**config.mk**
```make
export PLATFORM = sky130hd
export DESIGN_NAME = seq_bitgen
export DESIGN_NICKNAME = d
export VERILOG_FILES = /design/src/rtl/seq_pkg.sv /design/src/rtl/seq_lfsr_step.sv /design/src/rtl/seq_bitgen.sv
export SDC_FILE = /design/constraint.sdc
export NUM_CORES = 1
export LEC_CHECK = 0
export ABC_AREA = 1
export BUFFER_PORTS_ARGS = -buffer_cell sky130_fd_sc_hd__buf_2
export CORE_AREA = 2 2 98 100
export DETAILED_ROUTE_END_ITERATION = 6
export DIE_AREA = 0 0 100 102
export PLACE_DENSITY = 0.48
export SYNTH_ARGS = -nofsm -noshare
export SYNTH_HDL_FRONTEND = slang
export SYNTH_SLANG_ARGS = --single-unit
export TNS_END_PERCENT = 1
```
**constraint.sdc**
```tcl
create_clock -name clk -period 2.1 [get_ports clk]
set_clock_uncertainty 0.2 [all_clocks]
set_input_delay 0.105 -clock clk [delete_from_list [all_inputs] [get_ports clk]]
set_output_delay 0.105 -clock clk [all_outputs]
set_load 0.1 [all_outputs]
```
**src/rtl/seq_pkg.sv**
```systemverilog
// seq_pkg: shared types, constants and helpers for the seq_bitgen pattern source.
// Latency: n/a (declarations only).
// Backpressure: n/a.
package seq_pkg;

    localparam int SEQ_WIDTH = 32;
    localparam int SEQ_PTR_W = 6;

    // Fibonacci feedback taps 32, 22, 2, 1 (bit n-1 set for tap n)
    localparam logic [31:0] SEQ_LFSR_TAPS = 32'h8020_0003;

    typedef enum logic [1:0] {
        ST_IDLE = 2'd0,
        ST_RUN  = 2'd1,
        ST_HOLD = 2'd2
    } seq_state_e;

    // Lengths of 0 or beyond the register width mean "use the whole register"
    function automatic int unsigned seq_coerce_len(int unsigned len, int unsigned width);
        return ((len == 0) || (len > width)) ? width : len;
    endfunction

endpackage

```
**src/rtl/seq_lfsr_step.sv**
```systemverilog
// seq_lfsr_step: one right-shift step of a Fibonacci LFSR; feedback enters at the MSB.
// Latency: combinational.
// Backpressure: none.
module seq_lfsr_step
    import seq_pkg::*;
#(
    parameter int WIDTH = SEQ_WIDTH
) (
    input  logic [WIDTH-1:0] state_i,
    output logic [WIDTH-1:0] state_o
);

    logic fb;

    // Parity of the tapped bits becomes the new MSB; bit 0 is the one just emitted
    always_comb begin
        fb      = ^(state_i & WIDTH'(SEQ_LFSR_TAPS));
        state_o = {fb, state_i[WIDTH-1:1]};
    end

endmodule

```
**src/rtl/seq_bitgen.sv**
```systemverilog
// seq_bitgen: loadable, length-programmable circular serial pattern source (LSB first).
// Latency: start sampled at edge k gives the first bit with valid after edge k; outputs registered.
// Backpressure: none; stop pauses in place, load while running is dropped and flagged on load_err.
// Optional LFSR emission mode is compiled in with SEQ_BITGEN_LFSR_EN.
module seq_bitgen
    import seq_pkg::*;
#(
    parameter int WIDTH = SEQ_WIDTH,
    parameter int PTR_W = SEQ_PTR_W
) (
    input  logic             clk,
    input  logic             rst,
    input  logic             load,
    input  logic [WIDTH-1:0] pat_in,
    input  logic [PTR_W-1:0] len_in,
    input  logic             start,
    input  logic             stop,
    input  logic             oneshot,
`ifdef SEQ_BITGEN_LFSR_EN
    input  logic             lfsr_mode,
`endif
    output logic             bit_out,
    output logic             valid,
    output logic             wrap,
    output logic [PTR_W-1:0] ptr,
    output logic             busy,
    output logic             load_err
);

    seq_state_e       state_q;
    logic [WIDTH-1:0] pat_q;
    logic [PTR_W-1:0] len_q;
    logic [PTR_W-1:0] ptr_q;
    logic             oneshot_q;
    logic             bit_q;
    logic             valid_q;
    logic             wrap_q;
    logic             busy_q;
    logic             load_err_q;

    logic             in_run;
    logic             do_load;
    logic             do_start;
    logic             emit_d;
    logic             last_d;
    logic             oneshot_d;
    logic             bit_d;
    logic [WIDTH-1:0] pat_sel_d;
    logic [WIDTH-1:0] pat_emit_d;
    logic [WIDTH-1:0] pat_shift;
    logic [WIDTH-1:0] pat_nxt_d;
    logic [PTR_W-1:0] len_sel_d;
    logic [PTR_W-1:0] ptr_sel_d;
    logic [PTR_W-1:0] ptr_nxt_d;

`ifdef SEQ_BITGEN_LFSR_EN
    logic             lfsr_q;
    logic             lfsr_d;
    logic [WIDTH-1:0] pat_step;
`endif

    // Resolve this cycle's effective pattern/length/pointer (a load lands before a same-cycle start)
    always_comb begin
        in_run    = (state_q == ST_RUN);
        do_load   = load && !in_run;
        do_start  = start && !stop && !in_run;
        emit_d    = in_run ? !stop : do_start;
        pat_sel_d = do_load ? pat_in : pat_q;
        len_sel_d = do_load ? PTR_W'(seq_coerce_len(32'(len_in), WIDTH)) : len_q;
        ptr_sel_d = do_load ? '0 : ptr_q;
        oneshot_d = do_start ? oneshot : oneshot_q;
        last_d    = (ptr_sel_d == len_sel_d - PTR_W'(1));
        ptr_nxt_d = last_d ? '0 : ptr_sel_d + PTR_W'(1);
`ifdef SEQ_BITGEN_LFSR_EN
        lfsr_d     = do_start ? lfsr_mode : lfsr_q;
        // An all-zero seed would lock the LFSR at zero forever
        pat_emit_d = (do_start && lfsr_mode && (pat_sel_d == '0)) ? WIDTH'(1) : pat_sel_d;
        pat_shift  = pat_emit_d >> ptr_sel_d;
        bit_d      = lfsr_d ? pat_emit_d[0] : pat_shift[0];
`else
        pat_emit_d = pat_sel_d;
        pat_shift  = pat_emit_d >> ptr_sel_d;
        bit_d      = pat_shift[0];
`endif
    end

`ifdef SEQ_BITGEN_LFSR_EN
    seq_lfsr_step #(.WIDTH(WIDTH)) u_lfsr_step (
        .state_i (pat_emit_d),
        .state_o (pat_step)
    );

    assign pat_nxt_d = (emit_d && lfsr_d) ? pat_step : pat_emit_d;
`else
    assign pat_nxt_d = pat_emit_d;
`endif

    // Control FSM plus all registered outputs
    always_ff @(posedge clk or posedge rst) begin
        if (rst) begin
            state_q    <= ST_IDLE;
            pat_q      <= '0;
            len_q      <= PTR_W'(WIDTH);
            ptr_q      <= '0;
            oneshot_q  <= 1'b0;
            bit_q      <= 1'b0;
            valid_q    <= 1'b0;
            wrap_q     <= 1'b0;
            busy_q     <= 1'b0;
            load_err_q <= 1'b0;
`ifdef SEQ_BITGEN_LFSR_EN
            lfsr_q     <= 1'b0;
`endif
        end else begin
            load_err_q <= load && in_run;
            valid_q    <= 1'b0;
            wrap_q     <= 1'b0;
            pat_q      <= pat_nxt_d;
            len_q      <= len_sel_d;
            ptr_q      <= ptr_sel_d;
            if (emit_d) begin
                bit_q     <= bit_d;
                valid_q   <= 1'b1;
                wrap_q    <= last_d;
                ptr_q     <= ptr_nxt_d;
                oneshot_q <= oneshot_d;
`ifdef SEQ_BITGEN_LFSR_EN
                lfsr_q    <= lfsr_d;
`endif
                if (last_d && oneshot_d) begin
                    state_q <= ST_IDLE;
                    busy_q  <= 1'b0;
                end else begin
                    state_q <= ST_RUN;
                    busy_q  <= 1'b1;
                end
            end else if (in_run) begin
                // Only a stop keeps RUN from emitting; bit_out keeps its last value
                state_q <= ST_HOLD;
                busy_q  <= 1'b0;
            end
        end
    end

    assign bit_out  = bit_q;
    assign valid    = valid_q;
    assign wrap     = wrap_q;
    assign ptr      = ptr_q;
    assign busy     = busy_q;
    assign load_err = load_err_q;

endmodule

```
======== Word-level counts from Yosys, hierarchy flattened ========
Index checks and enable logic that the tools add are counted.
storage, ports and cells
  register bits after elaboration ......... 52
  logic and storage cells ................. 42
cells by class
  reduce and logical (&&, ||, !) cells .... 10
  eq/ne operators ......................... 2
  $lt $le $gt $ge ......................... 1
  add/subtract/negate cells ............... 2
  muxes and demuxes ....................... 16
  shift operators ......................... 1
operators with widths
  kind                                                                count
  32-bit 2-to-1 mux                                                   1
  32-bit by 6-bit >> shifter with 1-bit output                        1
  6-bit 2-to-1 mux                                                    5
  1-bit 2-to-1 mux                                                    8
  6-bit by 1-bit adder with 6-bit output, second input constant       1
  6-bit == test                                                       1
  6-bit > comparator, second input constant                           1
  6-bit logical NOT                                                   1
  6-bit by 1-bit subtractor with 6-bit output, second input constant  1
  1-bit logical AND                                                   5
  2-bit 2-to-1 mux                                                    2
  2-bit by 1-bit == test with 1-bit output, second input constant     1
  1-bit logical NOT                                                   2
  2-bit nonzero test                                                  1
  1-bit logical OR                                                    1

======== Logic depth before layout (Yosys ltp) ========
  word-level depth ........................ 9
  mapped depth ............................ 17
  depth with buffers taken out ............ 16

======== Worst setup path after synthesis ========
No wires, ideal clock.
  path type ............................... register to register
  from .................................... register state_q[0]
  to ...................................... register ptr_q[2], in the netlist ptr[2]
  stages on the path, launching flop included .. 16
  clock period less this slack ............ 2.853 ns
  setup slack ............................. -0.753 ns
  library setup time ...................... 0.113 ns
  path buffers ............................ 1
  arrival time ............................ 2.540 ns
  data required time ...................... 1.787 ns
  cells stage by stage .................... dfrtp_1 nand2_4 nand2_2 buf_6 nand2_1 nand2_2 inv_1 ha_1 xnor2_1 nand2_1 a21oi_1 nand3_1 nor2_2 nand3_2 nand2_1 inv_1
between the ends
  cells in the longest elaborated chain, start to end .. 8
ends and longest elaborated chain
  item                                         line               RTL
  start, declared                              seq_bitgen.sv:30   seq_state_e state_q;
  start signal, assigned                       seq_bitgen.sv:101  state_q <= ST_IDLE;
  start signal, assigned                       seq_bitgen.sv:131  state_q <= ST_IDLE;
  start signal, assigned                       seq_bitgen.sv:134  state_q <= ST_RUN;
  2-bit by 1-bit == test with 1-bit output     seq_bitgen.sv:64   in_run = (state_q == ST_RUN);
  1-bit logical NOT                            seq_bitgen.sv:65   do_load = load && !in_run;
  1-bit logical AND                            seq_bitgen.sv:65
  6-bit 2-to-1 mux                             seq_bitgen.sv:69   len_sel_d = do_load ? PTR_W'(seq_coerce_len(32'(len_in), WIDTH)) : len_q;
  via len_sel_d[0]                             seq_bitgen.sv:52   logic [PTR_W-1:0] len_sel_d;
  6-bit by 1-bit subtractor with 6-bit output  seq_bitgen.sv:72   last_d = (ptr_sel_d == len_sel_d - PTR_W'(1));
  6-bit == test                                seq_bitgen.sv:72
  6-bit 2-to-1 mux                             seq_bitgen.sv:73   ptr_nxt_d = last_d ? '0 : ptr_sel_d + PTR_W'(1);
  6-bit 2-to-1 mux                             seq_bitgen.sv:121  if (emit_d) begin
  end signal, assigned                         seq_bitgen.sv:120  ptr_q <= ptr_sel_d;
  end signal, assigned                         seq_bitgen.sv:125  ptr_q <= ptr_nxt_d;
  end, declared                                seq_bitgen.sv:33   logic [PTR_W-1:0] ptr_q;
The timed path passes the listed nets, and every way through them passes these cells.
A chain may end at the register's enable or synchronous reset.

======== Worst setup path in the final report ========
  from .................................... register state_q[1]
  to ...................................... register ptr_q[3], in the netlist ptr[3]
Same word-level chain as after synthesis.

==> out/results.md <==
| Group | Metric | Reported |
| --- | --- | --- |
| status | Outcome | finished, violations left |
| yosys | Number of warnings issued by yosys | 0 |
| floorplan | Site row count | 35 |
| sta | # setup viols final | 8 |
| worst setup path | Buffers plus inverters on the worst setup path | 3 |
| sta | Unrepaired setup endpoints after global routing | true |
| sta | Period utilisation layout | 103% |
| yosys | Yosys reg bits | 51 |
| yosys | Number of distinct standard cells referenced by the synthesized netlist | 29 |
| global route | GRT Util Overall | 15.0% |
| yosys | Fraction of synthesis flops using an asynchronous set or reset pin | 100% |
| power and ir drop | Power per unit of standard cell area | 784 mW/mm2 |
| detailed routing | Routed length per instance | 12.3 um |
| sta | Slew HR | 63.4% |
| global route | Grt total ovfl | 0 |
| clock network | Largest buffer count on any clock path | 2 |
| power and ir drop | Total leakage power | 2.07 nW |
| floorplan | Die boundary width | 100 um |
| worst setup path | Kind of cell adding the most delay to the critical path | simple AND/OR/NAND/NOR gates |
| floorplan | Die extent in y | 102 um |
| worst setup path | Crit end category | flip-flop |
| worst setup path | Worst-path cell chain | inv_2, nand2_4, nand2_4, nand2_2, nand2_2, inv_2, ha_4, xnor2_2, nand2_1, a21oi_1, nand3_1, nor2_4, nand3_4, nand2_1, inv_1 |
| sta | Maximum clock frequency | 463 MHz |
| floorplan | DIE AREA | 0.0102 mm2 |
| detailed routing | Antenna-violating nets left | 0 |
| worst setup path | Startpoint-to-endpoint class of the critical path | flip-flop to flip-flop |
| detailed routing | Total Wirelength | 7180 um |
| global route | Pin count of the biggest net entering global routing | 30 |
| sta | Pin slew with the least headroom to its limit | 0.548 ns |
| global route | Initial antenna violation count | 0 |
| layout | Fraction of layout instances using a drive strength above 1 | 27.9% |
| detailed routing | First-pass detailed-route iteration total | 4 |
| placed design | Cell count after placement | 533 |
| layout | NumNets Final | 518 |
| clock network | Clock tree from TritonCTS | built |
| layout | Layout overhead on the synthesized area | 44.9% |
| placed design | Routability-driven placement congestion ratio | 0.851 |
| detailed routing | Iteration-0 DRC count of the detailed router | 100 |
| layout | Post-Layout Inst Area | 0.00388 mm2 |
| sta | Total negative slack for setup checks | -0.363 ns |
| placed design | Count of input and output buffers | 54 |
| yosys | Mean post-synth cell area | 7.60 um2 |
| power and ir drop | Max IR drop VDD | 0.000545 V |
| yosys | Post-synth top flop | dfrtp_1 |
| worst setup path | Cell at the slowest stage of the critical path | dfrtp_1 |
| clock network | CTS clock-pin slew for the worst setup and hold paths | 0.09 ns |
| yosys | Synth Cell Area | 0.00268 mm2 |
| global route | Via count of the first global-routing pass | 2540 |
| worst setup path | Maximum single-stage delay on the critical path | 0.41 ns |
| floorplan | Area of the core | 0.00911 mm2 |
| sta | Post-layout min period | 2.16 ns |
| placed design | Cell area after placement | 0.00326 mm2 |
| yosys | Number of synthesized flops with an enable pin | 0 |
| worst hold path | Class of the tightest hold or removal check | input port to flip-flop |
| worst setup path | Arrival time of data at the critical path endpoint | 2.17 ns |
| layout | Final Instance Count excl. Fillers | 584 |
| power and ir drop | Total power | 3.04 mW |
| worst setup path | Crit path max fanout | 5 |
| sta | Number of failing hold endpoints at the final stage | 0 |
| detailed routing | Number of DRC violations after detailed routing | 0 |
| worst setup path | CP startpoint kind | flip-flop |
| global route | First-pass GRT wire length | 12200 um |
| sta | Number of pins with negative max-slew slack in the final report | 0 |
| clock network | TritonCTS buffer count | 5 |
| placed design | Placement Setup Slack | -0.169 ns |
| flow run | Max-capacitance violation count | 0 |
| clock network | Number of sinks driven by the clock tree | 51 |
| clock network | Worst-skew pair later-pin latency | 0.31 ns |
| floorplan | Starting utilization of the core area | 29.4% |
| floorplan | Number of placed I/O pins | 55 |
| worst setup path | Data required time at the worst endpoint | 2.11 ns |
| clock network | Clk Tree Root Cell | clkbuf_8 |
| yosys | Synthesized instance count | 352 |
| status | Violations in the final reports | negative setup slack |
| layout | Antenna diode count | 0 |
| sta | Final critical-path setup slack | -0.0622 ns |
| placed design | DPL Wire Length | 5180 um |
| detailed routing | Via total after detailed routing | 2538 |
| yosys | Seq/Total Area, Yosys | 47.8% |
| detailed routing | Detailed-route vias per instance | 4.35 |
| clock network | Htree depth | 2 |
| yosys | Net count of the mapped netlist | 398 |
-- worst min-delay path, delay by kind of cell --
kind | cells | cell delay (ns)
AND/OR/NAND/NOR | 3 | 0.20
buffers and inverters | 2 | 0.15
-- flip-flops by register name, indices dropped and copies added (netlist names) --
name / count
valid: 1
pat_q: 32
state_q: 2
oneshot_q: 1
bit_out: 1
ptr: 6
len_q: 6
wrap: 1
load_err: 1
-- path summary, 6_finish.rpt --
path                                  from   endpoint  slack (ns)  cells after the start
min in group asynchronous              rst  pat_q[11]        0.20                      3
worst max-delay path            state_q[1]     ptr[3]       -0.06                     15
max in group asynchronous              rst  pat_q[25]        0.97                      4
worst min register to register   pat_q[16]  pat_q[16]        0.30                      2
worst max register to register  state_q[1]     ptr[3]       -0.06                     15
worst min-delay path             len_in[3]   len_q[3]        0.01                      5
-- Yosys cell counts (2+ instances only) --
library cell,count,area (um2)
a21oi_1,9,45.0
buf_2,6,30.0
buf_4,2,15.0
clkbuf_1,4,15.0
dfrtp_1,50,1250
ha_1,2,25.0
inv_1,45,169
inv_2,2,7.51
nand2_1,111,417
nand2_2,4,25.0
nand3_1,39,195
nand3_2,2,20.0
nor2_1,21,78.8
nor2_2,5,31.3
o211ai_1,7,52.6
o21ai_0,25,125
o21ai_1,2,10.0
xor2_1,5,43.8
-- layout make-up --
class,count,area [um2]
Fill cell,951,5230
Sequential cell,51,1280
Multi-Input combinational cell,240,1230
Timing Repair Buffer,127,950
Inverter,47,176
Tap cell,111,139
Clock buffer,6,82.6
Clock inverter,2,16.3
-- cell families (layout without fill, tap and decap cells) --
family | Yosys count | after routing | synth area share, %
AOI/OAI and AO/OA | 44 | 44 | 9.31
xor gates and xnor gates | 6 | 6 | 1.96
adders and majority gates | 2 | 2 | 0.935
buffers and inverters | 61 | 182 | 9.40
DFF | 51 | 51 | 47.8
muxes | 1 | 1 | 0.421
and+or+nand+nor | 187 | 187 | 30.2
-- power by group --
part           internal [mW]  total, mW  switching, mW
clock network          0.270      0.615          0.345
logic                  0.439       1.20          0.763
registers               1.16       1.22         0.0584
-- routing by layer --
metal  up-vias  track usage [%]  share of wire (%)
met5         -                0                  0
met4         0             4.53                1.5
met3         7             2.12                3.3
met2        41             23.1                 44
met1      1150             22.0                 51
li1       1340                -                  -
-- cells in the final DEF, fill, tap and decap left out, types with 2 or more instances in the layout --
cell,count
buf_2,54
inv_1,40
nand3_1,38
nor2_1,21
dfrtp_1,48
o21ai_1,2
nor2_2,3
buf_4,29
xor2_1,4
nand2_2,11
o21ai_0,25
inv_2,7
nor2_4,3
nand2_1,103
clkbuf_8,6
dlygate4sd3_1,41
buf_12,2
a21oi_1,9
dfrtp_2,2
o211ai_1,7
nand3_2,2
nand2_4,2
-- metrics by stage --
stage / util [%] / hold slack [ns]
detailed placement: 35.8 / -0.0146
CTS: 42.2 / 0.00463
global route: 42.6 / 0.0282
finish: 42.6 / 0.0104
global placement: 35.8 / -0.0127
floorplan: - / 0.0146
-- what timing repair did --
action | in CTS | in global routing
endpoints found under the setup margin | 9 | 9
hold buffers | 41 | 0
resized for setup | 11 | 12
pin swaps | 10 | 10
setup buffers | 3 | 0
endpoints found under the hold margin | 59 | 0
(Power assumes the default switching activity.)
